File: config.mk
export PLATFORM = sky130hd
export DESIGN_NAME = scan_seq_3_8
export DESIGN_NICKNAME = d
export VERILOG_FILES = /design/src/rtl/scan_seq_3_8.sv
export SDC_FILE = /design/constraint.sdc
export NUM_CORES = 1
export LEC_CHECK = 0
export BUFFER_PORTS_ARGS = -buffer_cell sky130_fd_sc_hd__buf_2
export CAP_MARGIN = 20
export CORE_UTILIZATION = 58
export CTS_CLUSTER_DIAMETER = 80
export DETAILED_ROUTE_END_ITERATION = 8
export PLACE_DENSITY = 0.81
export SYNTH_ARGS = -nofsm -noshare
export SYNTH_HDL_FRONTEND = slang
export SYNTH_SLANG_ARGS = --single-unit
export TNS_END_PERCENT = 30
File: constraint.sdc
create_clock -name clk -period 5.49 [get_ports clk]
set_input_delay 0.549 -clock clk [delete_from_list [all_inputs] [get_ports clk]]
set_output_delay 0.549 -clock clk [all_outputs]
set_load 0.02 [all_outputs]
File: src/rtl/scan_seq_3_8.sv
// rtl/scan_seq_3_8.sv - scan sequencer driving a 3-to-8 decoder's select and enable.
// Optional SCAN_SEQ_ONESHOT_EN adds the oneshot input (stop after one frame).
module scan_seq_3_8 #(
  parameter int DWELL_W = 8,
  parameter int BLANK   = 1
) (
  input  logic               clk,
  input  logic               rst_n,
  input  logic               start,
  input  logic               stop,
`ifdef SCAN_SEQ_ONESHOT_EN
  input  logic               oneshot,
`endif
  input  logic [7:0]         mask,
  input  logic [DWELL_W-1:0] dwell,
  output logic [2:0]         sel,
  output logic               en,
  output logic               busy,
  output logic               frame
);

  typedef enum logic [1:0] {
    S_IDLE,
    S_BLANK,
    S_DRIVE
  } state_t;

  // One counter serves both the blanking gap and the dwell.
  localparam int CNT_W = (DWELL_W > 4) ? DWELL_W : 4;
  localparam logic [CNT_W-1:0] BLANK_LAST = (BLANK > 0) ? CNT_W'(BLANK - 1) : '0;

  state_t           state_q, state_d;
  logic [2:0]       sel_q, sel_d;
  logic             en_q, en_d;
  logic             busy_q, busy_d;
  logic             frame_q, frame_d;
  logic             stop_q, stop_d;
  logic [CNT_W-1:0] cnt_q, cnt_d;
`ifdef SCAN_SEQ_ONESHOT_EN
  logic             oneshot_q, oneshot_d;
`endif

  logic       first_vld, next_vld;
  logic [2:0] first_idx, next_idx;
  logic       enter;
  logic [2:0] enter_idx;
  logic       stop_pend;
  logic       wrap_to_idle;

  // Descending scan so the lowest qualifying bit is the last one written.
  always_comb begin
    first_vld = 1'b0;
    first_idx = 3'd0;
    next_vld  = 1'b0;
    next_idx  = 3'd0;
    for (int k = 7; k >= 0; k--) begin
      if (mask[k]) begin
        first_vld = 1'b1;
        first_idx = 3'(k);
        if (3'(k) > sel_q) begin
          next_vld = 1'b1;
          next_idx = 3'(k);
        end
      end
    end
  end

  assign stop_pend = stop_q | stop;

`ifdef SCAN_SEQ_ONESHOT_EN
  assign wrap_to_idle = oneshot_q;
`else
  assign wrap_to_idle = 1'b0;
`endif

  always_comb begin
    state_d   = state_q;
    sel_d     = sel_q;
    en_d      = en_q;
    busy_d    = busy_q;
    frame_d   = 1'b0;
    stop_d    = stop_q;
    cnt_d     = cnt_q;
    enter     = 1'b0;
    enter_idx = 3'd0;
`ifdef SCAN_SEQ_ONESHOT_EN
    oneshot_d = oneshot_q;
`endif

    case (state_q)
      S_IDLE: begin
        stop_d = 1'b0;
        if (start && !stop && first_vld) begin
          enter     = 1'b1;
          enter_idx = first_idx;
`ifdef SCAN_SEQ_ONESHOT_EN
          oneshot_d = oneshot;
`endif
        end
      end
      S_BLANK: begin
        stop_d = stop_pend;
        if (stop_pend) begin
          state_d = S_IDLE;
          busy_d  = 1'b0;
          stop_d  = 1'b0;
        end else if (cnt_q == '0) begin
          state_d = S_DRIVE;
          en_d    = 1'b1;
          cnt_d   = CNT_W'(dwell);
        end else begin
          cnt_d = cnt_q - CNT_W'(1);
        end
      end
      S_DRIVE: begin
        stop_d = stop_pend;
        if (cnt_q != '0) begin
          cnt_d = cnt_q - CNT_W'(1);
        end else if (stop_pend || !first_vld) begin
          state_d = S_IDLE;
          en_d    = 1'b0;
          busy_d  = 1'b0;
          stop_d  = 1'b0;
        end else if (next_vld) begin
          enter     = 1'b1;
          enter_idx = next_idx;
        end else begin
          frame_d = 1'b1;
          if (wrap_to_idle) begin
            state_d = S_IDLE;
            en_d    = 1'b0;
            busy_d  = 1'b0;
          end else begin
            enter     = 1'b1;
            enter_idx = first_idx;
          end
        end
      end
      default: begin
        state_d = S_IDLE;
        en_d    = 1'b0;
        busy_d  = 1'b0;
        stop_d  = 1'b0;
      end
    endcase

    // With no blanking the new channel is driven straight away.
    if (enter) begin
      sel_d  = enter_idx;
      busy_d = 1'b1;
      if (BLANK == 0) begin
        state_d = S_DRIVE;
        en_d    = 1'b1;
        cnt_d   = CNT_W'(dwell);
      end else begin
        state_d = S_BLANK;
        en_d    = 1'b0;
        cnt_d   = BLANK_LAST;
      end
    end
  end

  always_ff @(posedge clk or negedge rst_n) begin
    if (!rst_n) begin
      state_q   <= S_IDLE;
      sel_q     <= 3'd0;
      en_q      <= 1'b0;
      busy_q    <= 1'b0;
      frame_q   <= 1'b0;
      stop_q    <= 1'b0;
      cnt_q     <= '0;
`ifdef SCAN_SEQ_ONESHOT_EN
      oneshot_q <= 1'b0;
`endif
    end else begin
      state_q   <= state_d;
      sel_q     <= sel_d;
      en_q      <= en_d;
      busy_q    <= busy_d;
      frame_q   <= frame_d;
      stop_q    <= stop_d;
      cnt_q     <= cnt_d;
`ifdef SCAN_SEQ_ONESHOT_EN
      oneshot_q <= oneshot_d;
`endif
    end
  end

  assign sel   = sel_q;
  assign en    = en_q;
  assign busy  = busy_q;
  assign frame = frame_q;

endmodule

* Word level (Yosys, flattened, before mapping) *
Cells that the tools add are included.

storage, ports and cells
  input bits = 20
  logic and storage cells = 124
  output and inout port bits = 6
  flip-flop bits (word level) = 17

operators by class
  reduce and logical (&&, ||, !) cells = 13
  $add $sub $neg = 1
  equal/unequal tests = 10
  bitwise operators = 1
  muxes and demuxes = 84
  $lt $le $gt $ge = 8

operators with widths
  cell                 count
  $mux 3               28
  $mux 1               41
  $mux 8               4
  $ne 3x3->1 const B   6
  $pmux 8 s2           1
  $gt 3x3->1 const A   4
  $mux 2               5
  $logic_not 8->1      1
  $reduce_and 4->1     2
  $reduce_bool 8->1    1
  $sub 8x1->8 const B  1
  $gt 1x3->1 const A   2
  $gt 2x3->1 const A   2
  $pmux 1 s3           2
  $pmux 2 s3           1
  $pmux 3 s2           1
  $reduce_and 5->1     1
  $ne 4x4->1 const B   1
  $reduce_and 3->1     1
  $reduce_bool 3->1    1
  $eq 2x1->1 const B   1
  $eq 2x2->1 const B   1
  $logic_and 1x1->1    2
  $logic_not 1->1      2
  other kinds (5)      5

* Longest topological paths before layout *
  depth after elaboration = 21
  depth in mapped cells = 7
  gate-level depth less buffers = 7

* Least setup slack after synthesis *
OpenSTA, ideal clock, no wires.

  kind = register to register
  from = register cnt_q[0]
  to = register sel_q[1], in the netlist sel[1]
  arrival = 1913 ps
  buffers on the path = 0
  library setup time = 126 ps
  stages on the path, launching flop included = 7
  path slack = 3451 ps
  cell sequence = dfrtp_1 inv_1 ha_1 or4b_2 nor4_4 o21ai_2 a221o_1

between the ends
  longest elaborated chain between the ends = 3
  elaborated cells between the ends (all ways) = 5
  classes of those cells = 4 x mux; 1 x reduce/logical

RTL lines
  element                                   RTL line  source
  start, declared                           38        logic [CNT_W-1:0] cnt_q, cnt_d;
  start signal, assigned                    182       cnt_q <= cnt_d;
  $reduce_bool 8->1 *                       117       if (cnt_q != '0) begin
  $mux 3 or $mux 1 (tied branches)          117
  $pmux 3 s2 or $pmux 1 s2 (tied branches)  90        case (state_q)
  end signal, assigned                      177       sel_q <= sel_d;
  end, declared                             33        logic [2:0] sel_q, sel_d;

Every way passes the cells marked *; elsewhere a longest branch is shown, timed or not.
A chain may end at the register's enable or synchronous reset.

* Worst setup path in the final report *
  from = register cnt_q[0]
  to = register sel_q[2], in the netlist sel[2]

Same word-level chain as after synthesis.

==> results.ini <==
[detailed_routing]
drt_wl_total_um = 2750
drt-wirelength-per-cell_um = 13.8
drt_iter0_markers = 31
first_pass_iters = 4
num_vias = 1247
vias_per_cell = 6.27
ant_nets = 0
drcViolationCount = 0

[placed_design]
port_buffers = 25
placed_cell_area_mm2 = 0.00138
dp.cells = 195
gp_congestion = 0.893
dp_hpwl_um = 2120
dp_slack_ns = 3.30

[synthesis]
syn_area_per_cell_um2 = 8.47
syn-num-nets = 168
ys_types = 48
synthTopCellsByArea = dfrtp_1 34%, a21oi_1 3.6%, o31ai_1 3.6%
ys_seq_area_frac = 0.342
synth_enable_flop_cells = 0
synth_top_area_frac = 0.342
netlist_instances = 147
async_reset_ff_frac = 1.00
synth_top_area_cell = dfrtp_1
synth_seq_cells = 17
ys.flop_type = dfrtp_1
syn_area_mm2 = 0.00124
yosysWarnings = 0

[setup_path]
path_max_fanout = 9
r2r_cells = 6
timing.rr.end = sel[2]
regToRegStartpoint = cnt_q[0]
worstPathRequired_ns = 5.72
critPathLaunchType = flop
r2r_slack_ns = 3.27
critPathKind = flop to flop
arrival_ns = 2.45
crit_start = cnt_q[0]
worstSetupEndpointType = flop

[floorplan]
fp-row-count = 16
fp.dieW_um = 48.3
die_area_mm2 = 0.00234
io_pins = 26
coreArea_mm2 = 0.00198
start_util = 0.628
fp.dieH_um = 48.3

[grt]
grt_pass1_wl_um = 4890
grt_pass1_vias = 1153
antenna_found_initial = 0
grt_start_max_net_pins = 18
grt_use_total = 0.264
grt_overflow_total = 0

[run]
drv_cap = 0

[clock_network]
cts.sinks = 17
postCtsSetupBuffers = 0
root_buffer = clkbuf_4
htree_levels = 1
cts-resized-gates = 0
clock_latency_ns = 0.29
clk_pin_slew_ns = 0.10
hold_buffers = 0
cts_tree = done
cts_buffers = 3
clockBufferDepth = 2

[timing]
fin_crit_sh = 0.404
min_period_ns = 2.22
slew_violations = 0
rsz0062_at_grt = false
layout_setup_ws_ns = 3.27
finalHoldViolations = 0
tns_ns = 0
relSlewSlack = 0.485
max_freq_ghz = 0.451
worst_pin_slew_ns = 0.762
setup_viol = 0
final.setup_skew_ns = 0.00717

[power]
total_leakage_power_nw = 0.598
p_seq_frac = 0.340
p_clk_frac = 0.096
switching_power_w = 0.000336
combPwrFrac = 0.565
switching_share = 0.482
ir_worst_vdd_v = 0.000426
power.internal_w = 0.000362
power.density_mw_per_mm2 = 497

[final_layout]
syn_to_final_growth_pct = 12.8
fill_cells = 161
diodes = 0
finalCoreUtilization = 0.708
ff_latch_area_um2 = 425
drive_above_1_share = 0.221
final_cell_count_no_fill = 199
fin_nets = 194
multi_input_area_um2 = 756
final_cell_area_mm2 = 0.00140

[run_status]
status = completed

[worst_hold_path]
hold_path.class = primary input to async pin

## cell families after synthesis
kind of cell             Yosys count  synth area share
buffers and inverters             14            0.0513
AO/OA/AOI/OAI                     51             0.288
AND/OR/NAND/NOR                   60             0.276
multiplexers                       3            0.0251
XOR/XNOR                           1           0.00704
flip-flops                        17             0.342
adder cells (fa/ha/maj)            1            0.0100
## critical path: stages, from the launching register on
cell     delay [ns]
dfrtp_1        0.43
inv_1          0.07
ha_1           0.22
or4b_2         0.64
nor4_4         0.23
o21a_1         0.38
o22a_1         0.18
## cell type report
type | count | area share
Clock buffer | 4 | 0.0187
Timing Repair Buffer | 25 | 0.0891
Multi-Input combinational cell | 116 | 0.538
Sequential cell | 17 | 0.303
Inverter | 10 | 0.0267
Tap cell | 27 | 0.0241
## cells in the mapped netlist, types with 2 or more instances
master    count
or3b_2        2
o21a_1        2
a311oi_1      2
dfrtp_1      17
mux2i_1       2
and2_1        2
o21ai_2       2
buf_2         3
nor2b_1       6
nand4_1       2
nand2_1      10
a22oi_1       2
o31ai_1       6
o21ai_0       6
nor2_1       10
o22ai_1       3
inv_1        10
nand3_1       7
a21oi_1       9
nor3b_1       2
nor4_1        3
a211oi_1      5
nor3_1        5
a21boi_0      2
o41ai_1       2
nand2b_1      3
## how the worst max path moves through the flow
stage	to	cells after the start	slack, ns
after global routing	en	7	3.14
after floorplan	sel[1]	6	3.45
after detailed placement	sel[1]	5	3.30
after CTS	sel[2]	6	3.29
final	sel[2]	6	3.27
after global placement	sel[1]	5	3.31
## layout by cell type, fill, tap and decap left out, types with 2 or more instances in the layout
| cell | instances |
|---|---|
| buf_2 | 25 |
| dfrtp_1 | 17 |
| inv_1 | 10 |
| nor2_1 | 10 |
| nand2_1 | 10 |
| a21oi_1 | 9 |
| nand3_1 | 7 |
| nor2b_1 | 6 |
| o21ai_0 | 6 |
| o31ai_1 | 6 |
| a211oi_1 | 5 |
| nor3_1 | 5 |
| nor4_1 | 3 |
| nand2b_1 | 3 |
| o22ai_1 | 3 |
| clkbuf_4 | 3 |
| or3b_2 | 2 |
| o21ai_2 | 2 |
| nand4_1 | 2 |
| a21boi_0 | 2 |
| o21a_1 | 2 |
| mux2i_1 | 2 |
| and2_1 | 2 |
| o41ai_1 | 2 |
| nor3b_1 | 2 |
| a311oi_1 | 2 |
| a22oi_1 | 2 |
## layer usage
layer | vias to the layer above | routed length (µm) | GRT usage
met5 | - | 0 | 0
met4 | 0 | 26 | 0.0784
met3 | 4 | 145 | 0.0503
met2 | 45 | 1250 | 0.420
met1 | 582 | 1320 | 0.365
li1 | 616 | - | -
## power groups by stage
stage | Sequential, W | Combinational, W | Clock [W]
after detailed placement | 0.000237 | 0.000388 | 0
after global routing | 0.000246 | 0.000444 | 0.0000734
after global placement | 0.000236 | 0.000380 | 0
after CTS | 0.000235 | 0.000390 | 0.0000673
final | 0.000237 | 0.000394 | 0.0000668
after floorplan | 0.000234 | 0.000311 | 0
## sequential cells by signal, indices dropped and copies added, names as in the netlist
name / flops
stop_q: 1
busy: 1
frame: 1
en: 1
cnt_q: 8
sel: 3
state_q: 2
## per-stage QoR
stage / hold WS, ns / power, W
after floorplan: 0.253 / 0.000544
after global placement: 0.463 / 0.000615
after detailed placement: 0.484 / 0.000625
after CTS: 0.176 / 0.000692
after global routing: 0.194 / 0.000763
final: 0.165 / 0.000698
Power figures use the tool's default switching activity.
